`src/rtl/mult_div_if.sv`:
```
// ---------------------------------------------------------------------------
// mult_div_if
//   Bundle between the execute stage and the iterative multiply/divide unit.
//   master : issues operations and MTHI/MTLO writes, observes status/results
//   slave  : the multiply/divide unit
//
//   start      request an operation (sampled only while busy=0)
//   op         00 MULT, 01 MULTU, 10 DIV, 11 DIVU
//   rsData     operand A (multiplicand / dividend)
//   rtData     operand B (multiplier / divisor)
//   hiWrite    MTHI: load writeData into HI
//   loWrite    MTLO: load writeData into LO
//   writeData  data for MTHI/MTLO
//   busy       operation in progress
//   done       one-cycle pulse, HI/LO just updated
//   divByZero  last accepted divide had rtData==0
//   hi, lo     architectural HI/LO registers
// ---------------------------------------------------------------------------
interface mult_div_if #(
  parameter int WIDTH = 32
);
  logic             start;
  logic [1:0]       op;
  logic [WIDTH-1:0] rsData;
  logic [WIDTH-1:0] rtData;
  logic             hiWrite;
  logic             loWrite;
  logic [WIDTH-1:0] writeData;
  logic             busy;
  logic             done;
  logic             divByZero;
  logic [WIDTH-1:0] hi;
  logic [WIDTH-1:0] lo;

  modport master (
    output start, op, rsData, rtData, hiWrite, loWrite, writeData,
    input  busy, done, divByZero, hi, lo
  );

  modport slave (
    input  start, op, rsData, rtData, hiWrite, loWrite, writeData,
    output busy, done, divByZero, hi, lo
  );
endinterface

```
`src/rtl/mult_div_unit.sv`:
```
// ---------------------------------------------------------------------------
// mult_div_unit
//   Iterative MIPS multiply/divide unit. One shift-add (multiply) or one
//   restoring-subtract (divide) step per clock; signed operations run on
//   magnitudes and are sign-corrected in the final state before HI/LO are
//   written in a single edge.
//
//   clk    rising-edge clock
//   rst_n  asynchronous active-low reset
//   md     mult_div_if.slave (operation request, MTHI/MTLO, status, HI/LO)
// ---------------------------------------------------------------------------
module mult_div_unit #(
  parameter int WIDTH = 32
) (
  input logic      clk,
  input logic      rst_n,
  mult_div_if.slave md
);

  localparam int              CW       = (WIDTH > 2) ? $clog2(WIDTH) : 1;
  localparam logic [CW-1:0]   LAST_CNT = CW'(WIDTH - 1);
  localparam logic [CW-1:0]   CNT_ONE  = CW'(1);

  typedef enum logic [1:0] {
    S_IDLE = 2'd0,
    S_RUN  = 2'd1,
    S_FIN  = 2'd2
  } state_e;

  state_e               state_q, state_d;
  logic                 is_div_q, is_div_d;
  logic                 sign_a_q, sign_a_d;
  logic                 sign_b_q, sign_b_d;
  logic [WIDTH-1:0]     opa_q, opa_d;      // |multiplicand|, or raw dividend on divide-by-zero
  logic [WIDTH-1:0]     opb_q, opb_d;      // |divisor|
  logic [2*WIDTH-1:0]   acc_q, acc_d;      // product, or dividend/quotient shifter in low half
  logic [WIDTH-1:0]     rem_q, rem_d;      // partial remainder
  logic [CW-1:0]        cnt_q, cnt_d;
  logic [WIDTH-1:0]     hi_q, hi_d;
  logic [WIDTH-1:0]     lo_q, lo_d;
  logic                 done_q, done_d;
  logic                 dbz_q, dbz_d;

  logic                 op_is_div_s;
  logic                 op_signed_s;
  logic                 rs_neg_s;
  logic                 rt_neg_s;
  logic                 div_zero_s;
  logic [WIDTH-1:0]     rs_abs_s;
  logic [WIDTH-1:0]     rt_abs_s;
  logic [WIDTH:0]       mul_sum_s;
  logic [WIDTH:0]       div_shift_s;
  logic [WIDTH:0]       div_diff_s;
  logic                 div_ge_s;
  logic                 res_neg_s;
  logic [2*WIDTH-1:0]   prod_fix_s;
  logic [WIDTH-1:0]     quo_fix_s;
  logic [WIDTH-1:0]     rem_fix_s;

  // Operand decode at accept: op[0]=0 selects the signed variants.
  assign op_is_div_s = md.op[1];
  assign op_signed_s = ~md.op[0];
  assign rs_neg_s    = op_signed_s & md.rsData[WIDTH-1];
  assign rt_neg_s    = op_signed_s & md.rtData[WIDTH-1];
  assign rs_abs_s    = rs_neg_s ? (-md.rsData) : md.rsData;
  assign rt_abs_s    = rt_neg_s ? (-md.rtData) : md.rtData;
  assign div_zero_s  = op_is_div_s & (md.rtData == {WIDTH{1'b0}});

  // Shift-add step: add multiplicand to the upper half when the current
  // multiplier bit (acc[0]) is set; the carry is kept in the WIDTH+1 sum.
  assign mul_sum_s = {1'b0, acc_q[2*WIDTH-1:WIDTH]}
                   + (acc_q[0] ? {1'b0, opa_q} : {(WIDTH+1){1'b0}});

  // Restoring step: shift next dividend bit into the remainder and try the
  // subtraction; a clear sign bit of the WIDTH+1 difference means it fits.
  assign div_shift_s = {rem_q, acc_q[WIDTH-1]};
  assign div_diff_s  = div_shift_s - {1'b0, opb_q};
  assign div_ge_s    = ~div_diff_s[WIDTH];

  // Sign correction: product/quotient negate on differing signs, remainder
  // follows the dividend. Sign bits are already zero for unsigned ops.
  assign res_neg_s  = sign_a_q ^ sign_b_q;
  assign prod_fix_s = res_neg_s ? (-acc_q) : acc_q;
  assign quo_fix_s  = res_neg_s ? (-acc_q[WIDTH-1:0]) : acc_q[WIDTH-1:0];
  assign rem_fix_s  = sign_a_q ? (-rem_q) : rem_q;

  // Next-state, datapath step and HI/LO update.
  always_comb begin
    state_d  = state_q;
    is_div_d = is_div_q;
    sign_a_d = sign_a_q;
    sign_b_d = sign_b_q;
    opa_d    = opa_q;
    opb_d    = opb_q;
    acc_d    = acc_q;
    rem_d    = rem_q;
    cnt_d    = cnt_q;
    hi_d     = hi_q;
    lo_d     = lo_q;
    done_d   = 1'b0;
    dbz_d    = dbz_q;

    case (state_q)
      S_IDLE: begin
        if (md.start) begin
          // Start wins over a simultaneous MTHI/MTLO.
          is_div_d = op_is_div_s;
          sign_a_d = rs_neg_s;
          sign_b_d = rt_neg_s;
          opa_d    = div_zero_s ? md.rsData : rs_abs_s;
          opb_d    = rt_abs_s;
          acc_d    = op_is_div_s ? {{WIDTH{1'b0}}, rs_abs_s}
                                 : {{WIDTH{1'b0}}, rt_abs_s};
          rem_d    = {WIDTH{1'b0}};
          cnt_d    = {CW{1'b0}};
          dbz_d    = div_zero_s;
          state_d  = div_zero_s ? S_FIN : S_RUN;
        end else begin
          if (md.hiWrite) begin
            hi_d = md.writeData;
          end else begin
            hi_d = hi_q;
          end
          if (md.loWrite) begin
            lo_d = md.writeData;
          end else begin
            lo_d = lo_q;
          end
        end
      end

      S_RUN: begin
        cnt_d = cnt_q + CNT_ONE;
        if (is_div_q) begin
          rem_d = div_ge_s ? div_diff_s[WIDTH-1:0] : div_shift_s[WIDTH-1:0];
          acc_d = {acc_q[2*WIDTH-1:WIDTH], acc_q[WIDTH-2:0], div_ge_s};
        end else begin
          acc_d = {mul_sum_s, acc_q[WIDTH-1:1]};
        end
        if (cnt_q == LAST_CNT) begin
          state_d = S_FIN;
        end else begin
          state_d = S_RUN;
        end
      end

      S_FIN: begin
        state_d = S_IDLE;
        done_d  = 1'b1;
        if (dbz_q) begin
          hi_d = opa_q;
          lo_d = {WIDTH{1'b1}};
        end else if (is_div_q) begin
          hi_d = rem_fix_s;
          lo_d = quo_fix_s;
        end else begin
          hi_d = prod_fix_s[2*WIDTH-1:WIDTH];
          lo_d = prod_fix_s[WIDTH-1:0];
        end
      end

      default: begin
        state_d = S_IDLE;
      end
    endcase
  end

  // State and datapath registers; reset clears everything, aborting any op.
  always_ff @(posedge clk or negedge rst_n) begin
    if (!rst_n) begin
      state_q  <= S_IDLE;
      is_div_q <= 1'b0;
      sign_a_q <= 1'b0;
      sign_b_q <= 1'b0;
      opa_q    <= {WIDTH{1'b0}};
      opb_q    <= {WIDTH{1'b0}};
      acc_q    <= {(2*WIDTH){1'b0}};
      rem_q    <= {WIDTH{1'b0}};
      cnt_q    <= {CW{1'b0}};
      hi_q     <= {WIDTH{1'b0}};
      lo_q     <= {WIDTH{1'b0}};
      done_q   <= 1'b0;
      dbz_q    <= 1'b0;
    end else begin
      state_q  <= state_d;
      is_div_q <= is_div_d;
      sign_a_q <= sign_a_d;
      sign_b_q <= sign_b_d;
      opa_q    <= opa_d;
      opb_q    <= opb_d;
      acc_q    <= acc_d;
      rem_q    <= rem_d;
      cnt_q    <= cnt_d;
      hi_q     <= hi_d;
      lo_q     <= lo_d;
      done_q   <= done_d;
      dbz_q    <= dbz_d;
    end
  end

  assign md.busy      = (state_q != S_IDLE);
  assign md.done      = done_q;
  assign md.divByZero = dbz_q;
  assign md.hi        = hi_q;
  assign md.lo        = lo_q;

endmodule

```
`src/flat_wrapper.sv`:
```
// flat-port wrapper written by rule: the top's interface ports become plain ports
module mult_div_unit_flat 
#(
  parameter int WIDTH = 32
)
  (clk, rst_n, md_start, md_op, md_rsData, md_rtData, md_hiWrite, md_loWrite, md_writeData, md_busy, md_done, md_divByZero, md_hi, md_lo);
  mult_div_if #(.WIDTH(WIDTH)) md_i ();
  input logic clk;
  input logic rst_n;
  input wire logic [$bits(md_i.start)-1:0] md_start;
  input wire logic [$bits(md_i.op)-1:0] md_op;
  input wire logic [$bits(md_i.rsData)-1:0] md_rsData;
  input wire logic [$bits(md_i.rtData)-1:0] md_rtData;
  input wire logic [$bits(md_i.hiWrite)-1:0] md_hiWrite;
  input wire logic [$bits(md_i.loWrite)-1:0] md_loWrite;
  input wire logic [$bits(md_i.writeData)-1:0] md_writeData;
  output wire logic [$bits(md_i.busy)-1:0] md_busy;
  output wire logic [$bits(md_i.done)-1:0] md_done;
  output wire logic [$bits(md_i.divByZero)-1:0] md_divByZero;
  output wire logic [$bits(md_i.hi)-1:0] md_hi;
  output wire logic [$bits(md_i.lo)-1:0] md_lo;
  assign md_i.start = md_start;
  assign md_i.op = md_op;
  assign md_i.rsData = md_rsData;
  assign md_i.rtData = md_rtData;
  assign md_i.hiWrite = md_hiWrite;
  assign md_i.loWrite = md_loWrite;
  assign md_i.writeData = md_writeData;
  assign md_busy = md_i.busy;
  assign md_done = md_i.done;
  assign md_divByZero = md_i.divByZero;
  assign md_hi = md_i.hi;
  assign md_lo = md_i.lo;
  mult_div_unit #(.WIDTH(WIDTH)) u_core (.clk(clk), .rst_n(rst_n), .md(md_i));
endmodule
```
`config.mk`:
```
export PLATFORM = sky130hd
export DESIGN_NAME = mult_div_unit_flat
export DESIGN_NICKNAME = d
export VERILOG_FILES = /design/src/rtl/mult_div_if.sv /design/src/rtl/mult_div_unit.sv /design/src/flat_wrapper.sv
export SDC_FILE = /design/constraint.sdc
export NUM_CORES = 1
export LEC_CHECK = 0
export ABC_CLOCK_PERIOD_IN_PS = 3100
export CORE_UTILIZATION = 44
export DETAILED_ROUTE_END_ITERATION = 7
export PLACE_DENSITY = 0.66
export SLEW_MARGIN = 10
export SYNTH_ARGS = -nofsm -noshare
export SYNTH_HDL_FRONTEND = slang
export SYNTH_SLANG_ARGS = --single-unit
```
`constraint.sdc`:
```
create_clock -name clk -period 3.1 [get_ports clk]
set_input_delay 0.62 -clock clk [delete_from_list [all_inputs] [get_ports clk]]
set_output_delay 0.62 -clock clk [all_outputs]
set_load 0.005 [all_outputs]
```
* Word-level counts from Yosys, hierarchy flattened
Cells that the tools add are included.
Storage, ports and cells: bits in registers 236, input bits 103, output and inout bits 67, logic and storage cells 80
Operators by class: add/subtract/negate cells 8, equality and inequality tests 9, muxes and demuxes 32, bitwise operators 6, reduce and logical (&&, ||, !) cells 11
Operators by type and width (count):
- $mux 32 | 18
- $mux 64 | 3
- $pmux 32 s2 | 3
- $neg 32->32 | 4
- $pmux 64 s2 | 1
- $neg 64->64 | 1
- $add 32x33->33 | 1
- $sub 33x32->33 | 1
- $logic_not 32->1 | 1
- $reduce_and 3->1 | 4
- $ne 2x2->1 const B | 5
- $pmux 5 s2 | 1
- $mux 2 | 3
- $reduce_bool 2->1 | 3
- $add 5x1->5 const B | 1
- $eq 5x5->1 const B | 1
- $mux 5 | 1
- $pmux 2 s2 | 1
- $reduce_and 2->1 | 2
- $and 1x1->1 | 3
- $eq 2x1->1 const B | 1
- $eq 2x2->1 const B | 1
- $logic_not 2->1 | 1
- $ne 2x1->1 const B | 1
- other kinds (3) | 4

* Longest topological paths before layout
Gate-level depths: netlist of run 1.
word-level depth 6, depth in mapped cells 15, depth with buffers taken out 13

* Worst setup path before layout of run 1
Ideal clock, no wire load.
path kind flip-flop to flip-flop, from reg u_core.acc_q[0], to reg u_core.acc_q[59], setup time 122 ps, arrival 3160 ps, required time 2978 ps, path slack -181 ps, stages on the path, launching flop included 16, period minus slack after synthesis 3281 ps, cell sequence dfrtp_1 clkbuf_1 clkbuf_1 and2_1 ha_1 inv_1 fa_1 nor2b_1 o21a_1 o21ai_0 a21oi_1 o2111ai_1 a2111o_1 a21oi_1 o21ai_0 a32o_1
Between the ends: cells in the longest elaborated chain, start to end 4
RTL lines:
- from (decl) | line mult_div_unit.sv:36 | logic [2*WIDTH-1:0] acc_q, acc_d;
- from (signal assigned) | line mult_div_unit.sv:177 | acc_q <= {(2*WIDTH){1'b0}};
- $mux 32 | line mult_div_unit.sv:72 | + (acc_q[0] ? {1'b0, opa_q} : {(WIDTH+1){1'b0}});
- $add 32x33->33 | line mult_div_unit.sv:72
- $mux 64 | line mult_div_unit.sv:134 | if (is_div_q) begin
- $pmux 64 s2 | line mult_div_unit.sv:103 | case (state_q)
No other way between the ends. The select of a mux whose other input is x is not followed. A chain may end at the register's enable or synchronous reset.

* Worst setup path after layout of run 1
from reg u_core.acc_q[31], to reg u_core.rem_q[18]
Between the ends: cells in the longest elaborated chain, start to end 4
RTL lines:
- $sub 33x32->33 | line mult_div_unit.sv:77 | assign div_diff_s = div_shift_s - {1'b0, opb_q};
- $mux 32 | line mult_div_unit.sv:135 | rem_d = div_ge_s ? div_diff_s[WIDTH-1:0] : div_shift_s[WIDTH-1:0];
- $mux 32 | line mult_div_unit.sv:134
- $pmux 32 s2 | line mult_div_unit.sv:103
- to (signal assigned) | line mult_div_unit.sv:178 | rem_q <= {WIDTH{1'b0}};
- to (signal assigned) | line mult_div_unit.sv:192 | rem_q <= rem_d;
- to (decl) | line mult_div_unit.sv:37 | logic [WIDTH-1:0] rem_q, rem_d;
No other way between the ends. The select of a mux whose other input is x is not followed.

==> results_dict.tcl, run 1 <==
set metrics [dict create \
    drtPass1Iterations 5 \
    postSynthNetCount 2412 \
    total_clock_buffers_created_by_cts 30 \
    timing.final.setup_violations 29 \
    antenna_found_initial 1 \
    num_vias 19300 \
    achievable-frequency_ghz 0.309 \
    vias_in_the_first_global_route 18100 \
    drt_first_iter_violations 2363 \
    clock_power_share_pct 12.7 \
    grt_max_degree 76 \
    regToRegStartpoint "u_core.acc_q[31]" \
    cts_max_level 1 \
    worst_setup_hold_path_clk_slew_ns 0.06 \
    ys_seq_elements 236 \
    yosysMostFrequentCell "nand2_1" \
    die_w_um 205 \
    crit_type "reg -> reg" \
    place_hpwl_mm 58.4 \
    critPathMaxFanout 7 \
    synth_top_cells_by_count "285 x nand2_1, 244 x o21ai_0, 236 x dfrtp_1" \
    post_synth_main_area_contributors "dfrtp_1 32%, o21ai_0 6.7%, nand2_1 5.9%" \
    seq_total_area_yosys_pct 32.4 \
    max_ir_drop_vdd_mv 0.559 \
    commonest_register_cell_after_synthesis "dfrtp_1" \
    floorplan.initialDensity_pct 44.6 \
    die_area_um2 42200 \
    synth_cell_type_count 96 \
    grt_remaining_overflow 0 \
    cp-start-kind "flop" \
    io_buffer_count 169 \
    antenna_left 0 \
    final_period_minus_worst_setup_slack_ns 3.24 \
    critical_path.n_buffers_inverters 3 \
    power_density_nw_per_um2 1180 \
    p_leak_nw 10.9 \
    post-route-worst-setup-slack_ns -0.136 \
    tightestPinTransition_ns 1.03 \
    synth_area_leader_cell "dfrtp_1" \
    outcome "finished with violations" \
    drt-total-wl_mm 74.5 \
    area_growth_pct 34.8 \
    maximum_single_stage_delay_on_the_critical_path_ns 0.41 \
    final.setup_skew_ns 0.0371 \
    clock_latency_ns 0.61 \
    placed_cells_incl_taps 3146 \
    post_drt_via_cell_ratio 5.99 \
    type_of_the_worst_min_delay_path "in -> async" \
    yosys.area.top_type_share_pct 32.4 \
    finalWeightedCongestion 1.03 \
    clock_path_buffers 3 \
    critPathArrivalTime_ns 3.68 \
    tritoncts "yes" \
    drive_above_1_share_pct 21.0 \
    layout.nets 2843 \
    reg2reg_to "u_core.rem_q[18]" \
    worst_path_dominant_cell_family "compound AO/OA/AOI/OAI gates" \
    cap_viol_max_count 0 \
    swShare_pct 46.5 \
    post_synth_inst_count 2237 \
    ys_async_sr_fraction_pct 100 \
    insertedDiodeCount 0 \
    drv_slew 0 \
    final_cell_count_no_fill 3220 \
    routedWlPerCell_um 23.1 \
    timing.critical_path.cells "inv_2, ha_4, fa_2, nor2b_2, o31a_1, o211ai_2, a21oi_4, a2111oi_4, o21a_2, o311ai_4, buf_6, buf_12, mux2i_1, o21ai_1" \
    ff2ff_path_depth 14 \
    p_int_w 0.0155 \
    total_power_w 0.0290 \
    die_h_um 205 \
    cts.sinks 236 \
    synth_warnings 0 \
    cts.root.buffer_cell "clkbuf_16" \
    num_rows 74 \
    violations "setup timing" \
    synth_area_um2 18200 \
    cts-hold-fix-buffers 0 \
    rrSetupSlack_ns -0.14 \
    core-area_um2 40800 \
    number_of_enable_type_register_cells_in_the_synthesized_netlist 0 \
    syn-mean-instance-area_um2 8.14 \
    drc 0 \
    worstSetupEndpointType "flop" \
    fillCellCount 3600 \
    hold_viol 0 \
    fin_crit_sh_pct 104 \
    slew_headroom_pct 31.6 \
    setup_tns_ns -1.89 \
    globalRouteTotalUtil_pct 34.9 \
    grt_pass1_wl_mm 111 \
    crit_required_ns 3.55 \
    power.share.sequential_pct 21.9 \
    p_comb_share_pct 65.4 \
    num_ports 170 \
    critPathSlowestCell "dfrtp_1" \
    power.switching_w 0.0135 \
    grt_setup_unrepaired "yes" \
]
==> placed cells by master (no fill, tap or decap), types with 25 or more instances in the layout <==
cell               n
dfrtp_1          235
o21ai_1           41
o22ai_1           45
a211oi_1          25
a21o_1            41
inv_1             66
clkdlybuf4s50_1  160
a21oi_1          151
buf_4            359
nor2_1           145
clkbuf_16         31
and2_1            45
o31ai_1           29
nor3_1            34
o21ai_0          206
or3_1             25
ha_1              63
nand2_1          283
xnor2_1          107
nand3_1           32
xor2_1           112
mux2i_1           55
==> metal layers <==
layer / GRT usage, % / routed length (um) / vias up
met5: 0 / 0 / -
met4: 14.7 / 3350 / 0
met2: 52.4 / 32200 / 889
met3: 4.53 / 7000 / 158
met1: 50.2 / 32000 / 9341
li1: - / - / 8889
==> per-stage QoR <==
step / hold slack, ns / area, um^2 / worst slack, ns / utilization [%]
6_report: 0.0286 / 24600 / -0.136 / 60.1
5_1_grt: 0.0661 / 24600 / -0.202 / 60.1
4_1_cts: 0.0489 / 24000 / -0.146 / 58.8
3_5_place_dp: 0.468 / 22800 / -0.518 / 55.8
3_3_place_gp: 0.463 / 22800 / -0.484 / 55.8
2_1_floorplan: 0.324 / 18200 / -0.0138 / -
==> power groups by stage <==
| stage | registers, W | clock network, W | logic (W) |
|---|---|---|---|
| after floorplan | 0.00572 | 0 | 0.0102 |
| after global placement | 0.00621 | 0 | 0.0167 |
| after detailed placement | 0.00625 | 0 | 0.0170 |
| after CTS | 0.00622 | 0.00371 | 0.0176 |
| after global routing | 0.00646 | 0.00384 | 0.0205 |
| final | 0.00636 | 0.00368 | 0.0190 |
==> logic make-up after synthesis <==
kind of cell,count (synthesis),share of synthesized area (%)
AOI/OAI and AO/OA,717,24.5
and+or+nand+nor,711,19.2
DFF,236,32.4
xor gates and xnor gates,222,10.7
buffers and inverters,217,4.74
adders and majority gates,72,5.03
muxes,62,3.42
==> state kept, by name, summed over array words and instances, names as in the netlist <==
signal               count
u_core.md.lo            32
u_core.opa_q            32
u_core.sign_a_q          1
u_core.md.divByZero      1
u_core.state_q           2
u_core.cnt_q             5
u_core.sign_b_q          1
u_core.md.hi            32
u_core.is_div_q          1
u_core.opb_q            32
u_core.md.done           1
u_core.acc_q            64
u_core.rem_q            32
==> how the worst max path moves through the flow <==
stage	from	endpoint	slack, ns	cells after the start
5_1_grt	u_core.acc_q[31]	u_core.rem_q[18]	-0.20	14
3_3_place_gp	md_rsData[7]	u_core.acc_q[21]	-0.48	9
3_5_place_dp	md_rtData[2]	u_core.acc_q[18]	-0.52	13
4_1_cts	u_core.acc_q[31]	u_core.rem_q[24]	-0.15	14
2_1_floorplan	u_core.acc_q[0]	u_core.acc_q[59]	-0.01	15
6_report	u_core.acc_q[31]	u_core.rem_q[18]	-0.14	14
==> area by class of cell <==
| cell class | count | area (um^2) | share of cell area (%) |
|---|---|---|---|
| multi-input cells | 1784 | 12000 | 48.7 |
| flip-flops and latches | 236 | 5910 | 24.1 |
| inverters | 70 | 263 | 1.07 |
| clock buffers | 42 | 846 | 3.44 |
| clock inverters | 10 | 178 | 0.723 |
| repair buffers | 546 | 4730 | 19.2 |
| well taps | 532 | 666 | 2.71 |
==> timing repair <==
item | CTS | global route
pin swaps | 17 | 48
setup endpoints to repair | 48 | 69
resized for setup | 37 | 115
buffers inserted | 5 | 17
cloned | 2 | 1
==> worst register-to-register path: cells and delay by family (launching register included) <==
| family | cells | cell delay (ns) |
|---|---|---|
| flops | 1 | 0.41 |
| buf+inv | 3 | 0.43 |
| compound gates | 7 | 1.31 |
| fa+ha+maj | 2 | 0.52 |
| simple gates | 1 | 0.16 |
| mux | 1 | 0.24 |
No activity file was read; power rests on OpenSTA's default activity.
==> run 2: changes to the inputs <==
--- a/config.mk
+++ b/config.mk
@@ -9,7 +9,7 @@
 export CORE_UTILIZATION = 44
 export DETAILED_ROUTE_END_ITERATION = 7
 export PLACE_DENSITY = 0.66
-export SLEW_MARGIN = 10
+export SLEW_MARGIN = 25
 export SYNTH_ARGS = -nofsm -noshare
 export SYNTH_HDL_FRONTEND = slang
 export SYNTH_SLANG_ARGS = --single-unit
==> results_dict.tcl, run 2 (synthesis gave the netlist of run 1 again) <==
set metrics [dict create \
    outcome "finished with violations" \
    violations "setup timing" \
    grt_remaining_overflow 0 \
    critPathArrivalTime_ns 3.69 \
    area_growth_pct 34.8 \
    die_area_um2 42200 \
    vias_in_the_first_global_route 18100 \
    cp-start-kind "flop" \
    antenna_left 0 \
    routedWlPerCell_um 23.1 \
    cts_max_level 1 \
    critPathSlowestCell "dfrtp_1" \
    final_cell_count_no_fill 3220 \
    placed_cells_incl_taps 3146 \
    achievable-frequency_ghz 0.309 \
    power_density_nw_per_um2 1180 \
    timing.final.setup_violations 29 \
    drt_first_iter_violations 2365 \
    num_vias 19300 \
    die_h_um 205 \
    cts.sinks 236 \
    fin_util_pct 60.2 \
    fin_crit_sh_pct 104 \
    max_ir_drop_vdd_mv 0.558 \
    clock_path_buffers 3 \
    final-seq-area_um2 5910 \
    worstSetupEndpointType "flop" \
    p_leak_nw 10.9 \
    worst_setup_hold_path_clk_slew_ns 0.06 \
    tritoncts "yes" \
    antenna_found_initial 1 \
    most-common-layout-cells "359 x buf_4, 283 x nand2_1, 235 x dfrtp_1" \
    layout.cells.most_common "buf_4" \
    multi_input_gate_area_um2 12000 \
    largest_register_ffs 64 \
    worst_path_dominant_cell_family "compound AO/OA/AOI/OAI gates" \
    core-area_um2 40800 \
    fillCellCount 3601 \
    timing.critical_path.cells "inv_2, ha_4, fa_2, nor2b_2, o31a_1, o211ai_2, a21oi_4, a2111oi_4, o21a_2, o311ai_4, buf_6, buf_12, mux2i_1, o21ai_1" \
    num_rows 74 \
    floorplan.initialDensity_pct 44.6 \
    cap_viol_max_count 0 \
    crit_type "reg -> reg" \
    post-route-worst-setup-slack_ns -0.139 \
    crit_required_ns 3.55 \
    insertedDiodeCount 0 \
    grt_setup_unrepaired "yes" \
    slew_headroom_pct 45.6 \
    final.setup_skew_ns 0.0396 \
    total_clock_buffers_created_by_cts 30 \
    cts.root.buffer_cell "clkbuf_16" \
    critPathMaxFanout 7 \
    registers.top_by_ff_count "u_core.acc_q" \
    drtPass1Iterations 6 \
    tightestPinTransition_ns 0.815 \
    drv_slew 0 \
    post_drt_via_cell_ratio 5.98 \
    type_of_the_worst_min_delay_path "in -> async" \
    grt_max_degree 76 \
    final_period_minus_worst_setup_slack_ns 3.24 \
    drive_above_1_share_pct 21.0 \
    globalRouteTotalUtil_pct 34.9 \
    pre_cts_slack_ns -0.518 \
    setup_tns_ns -1.96 \
    place_hpwl_mm 58.4 \
    finalWeightedCongestion 1.03 \
    num_ports 170 \
    drc 0 \
    maximum_single_stage_delay_on_the_critical_path_ns 0.41 \
    grt_pass1_wl_mm 111 \
    die_w_um 205 \
    clock_latency_ns 0.62 \
    layout.nets 2843 \
    cts-hold-fix-buffers 0 \
    drt-total-wl_mm 74.5 \
    hold_viol 0 \
    critical_path.n_buffers_inverters 3 \
    io_buffer_count 169 \
]
run 2: cell count changes in the layout (fill, tap and decap cells not counted):
cell / delta
or2_4: +1
or2_2: -1
run 2: worst register-to-register path, stage by stage (launching register included):
cell,delay (ns)
dfrtp_1,0.41
inv_2,0.09
ha_4,0.17
fa_2,0.35
nor2b_2,0.16
o31a_1,0.20
o211ai_2,0.15
a21oi_4,0.20
a2111oi_4,0.12
o21a_2,0.26
o311ai_4,0.29
buf_6,0.19
buf_12,0.15
mux2i_1,0.24
o21ai_1,0.09
run 2: area by class of cell:
cell class                 count  area share [%]
tap                          532            2.71
inverter                      70            1.07
sequential                   236            24.1
multi-input combinational   1784            48.7
clock inverter                10           0.723
clock buffer                  42            3.44
timing repair buffer         546            19.2
run 2: timing repair:
item | 4_1_cts | 5_1_grt
gates resized for setup | 37 | 115
setup endpoints to repair | 48 | 69
gates cloned | 2 | 1
pin swaps | 17 | 48
setup buffers | 5 | 17
run 2: path summary, 6_finish.rpt:
| check | to | slack (ns) | cells after the start | startpoint |
|---|---|---|---|---|
| max | u_core.rem_q[18] | -0.14 | 14 | u_core.acc_q[31] |
| min | u_core.acc_q[41] | 0.03 | 1 | rst_n |
| max reg2reg | u_core.rem_q[18] | -0.14 | 14 | u_core.acc_q[31] |
| min reg2reg | u_core.md.lo[29] | 0.48 | 2 | u_core.md.lo[29] |
| max in group asynchronous | u_core.opa_q[5] | 2.23 | 2 | rst_n |
| min in group clk | u_core.md.lo[29] | 0.48 | 2 | u_core.md.lo[29] |
run 2: metal layers:
layer	GRT usage [%]	part of all wire [%]
met4	14.7	4.5
met1	50.2	43
met5	0	0
met2	52.4	43
met3	4.53	9.4
run 2: power breakdown:
| group | leakage [nW] | switching [W] | internal, W |
|---|---|---|---|
| clock | 0.498 | 0.00146 | 0.00222 |
| sequential | 2.89 | 0.00176 | 0.00460 |
| combinational | 7.53 | 0.0103 | 0.00871 |
run 2: through the flow:
stage | instance area, um^2 | total power [W] | hold WS (ns)
after floorplan | 18200 | 0.0159 | 0.324
after global placement | 22800 | 0.0229 | 0.463
after detailed placement | 22800 | 0.0232 | 0.468
after CTS | 24000 | 0.0275 | 0.0489
after global routing | 24600 | 0.0308 | 0.0661
final | 24600 | 0.0290 | 0.0300
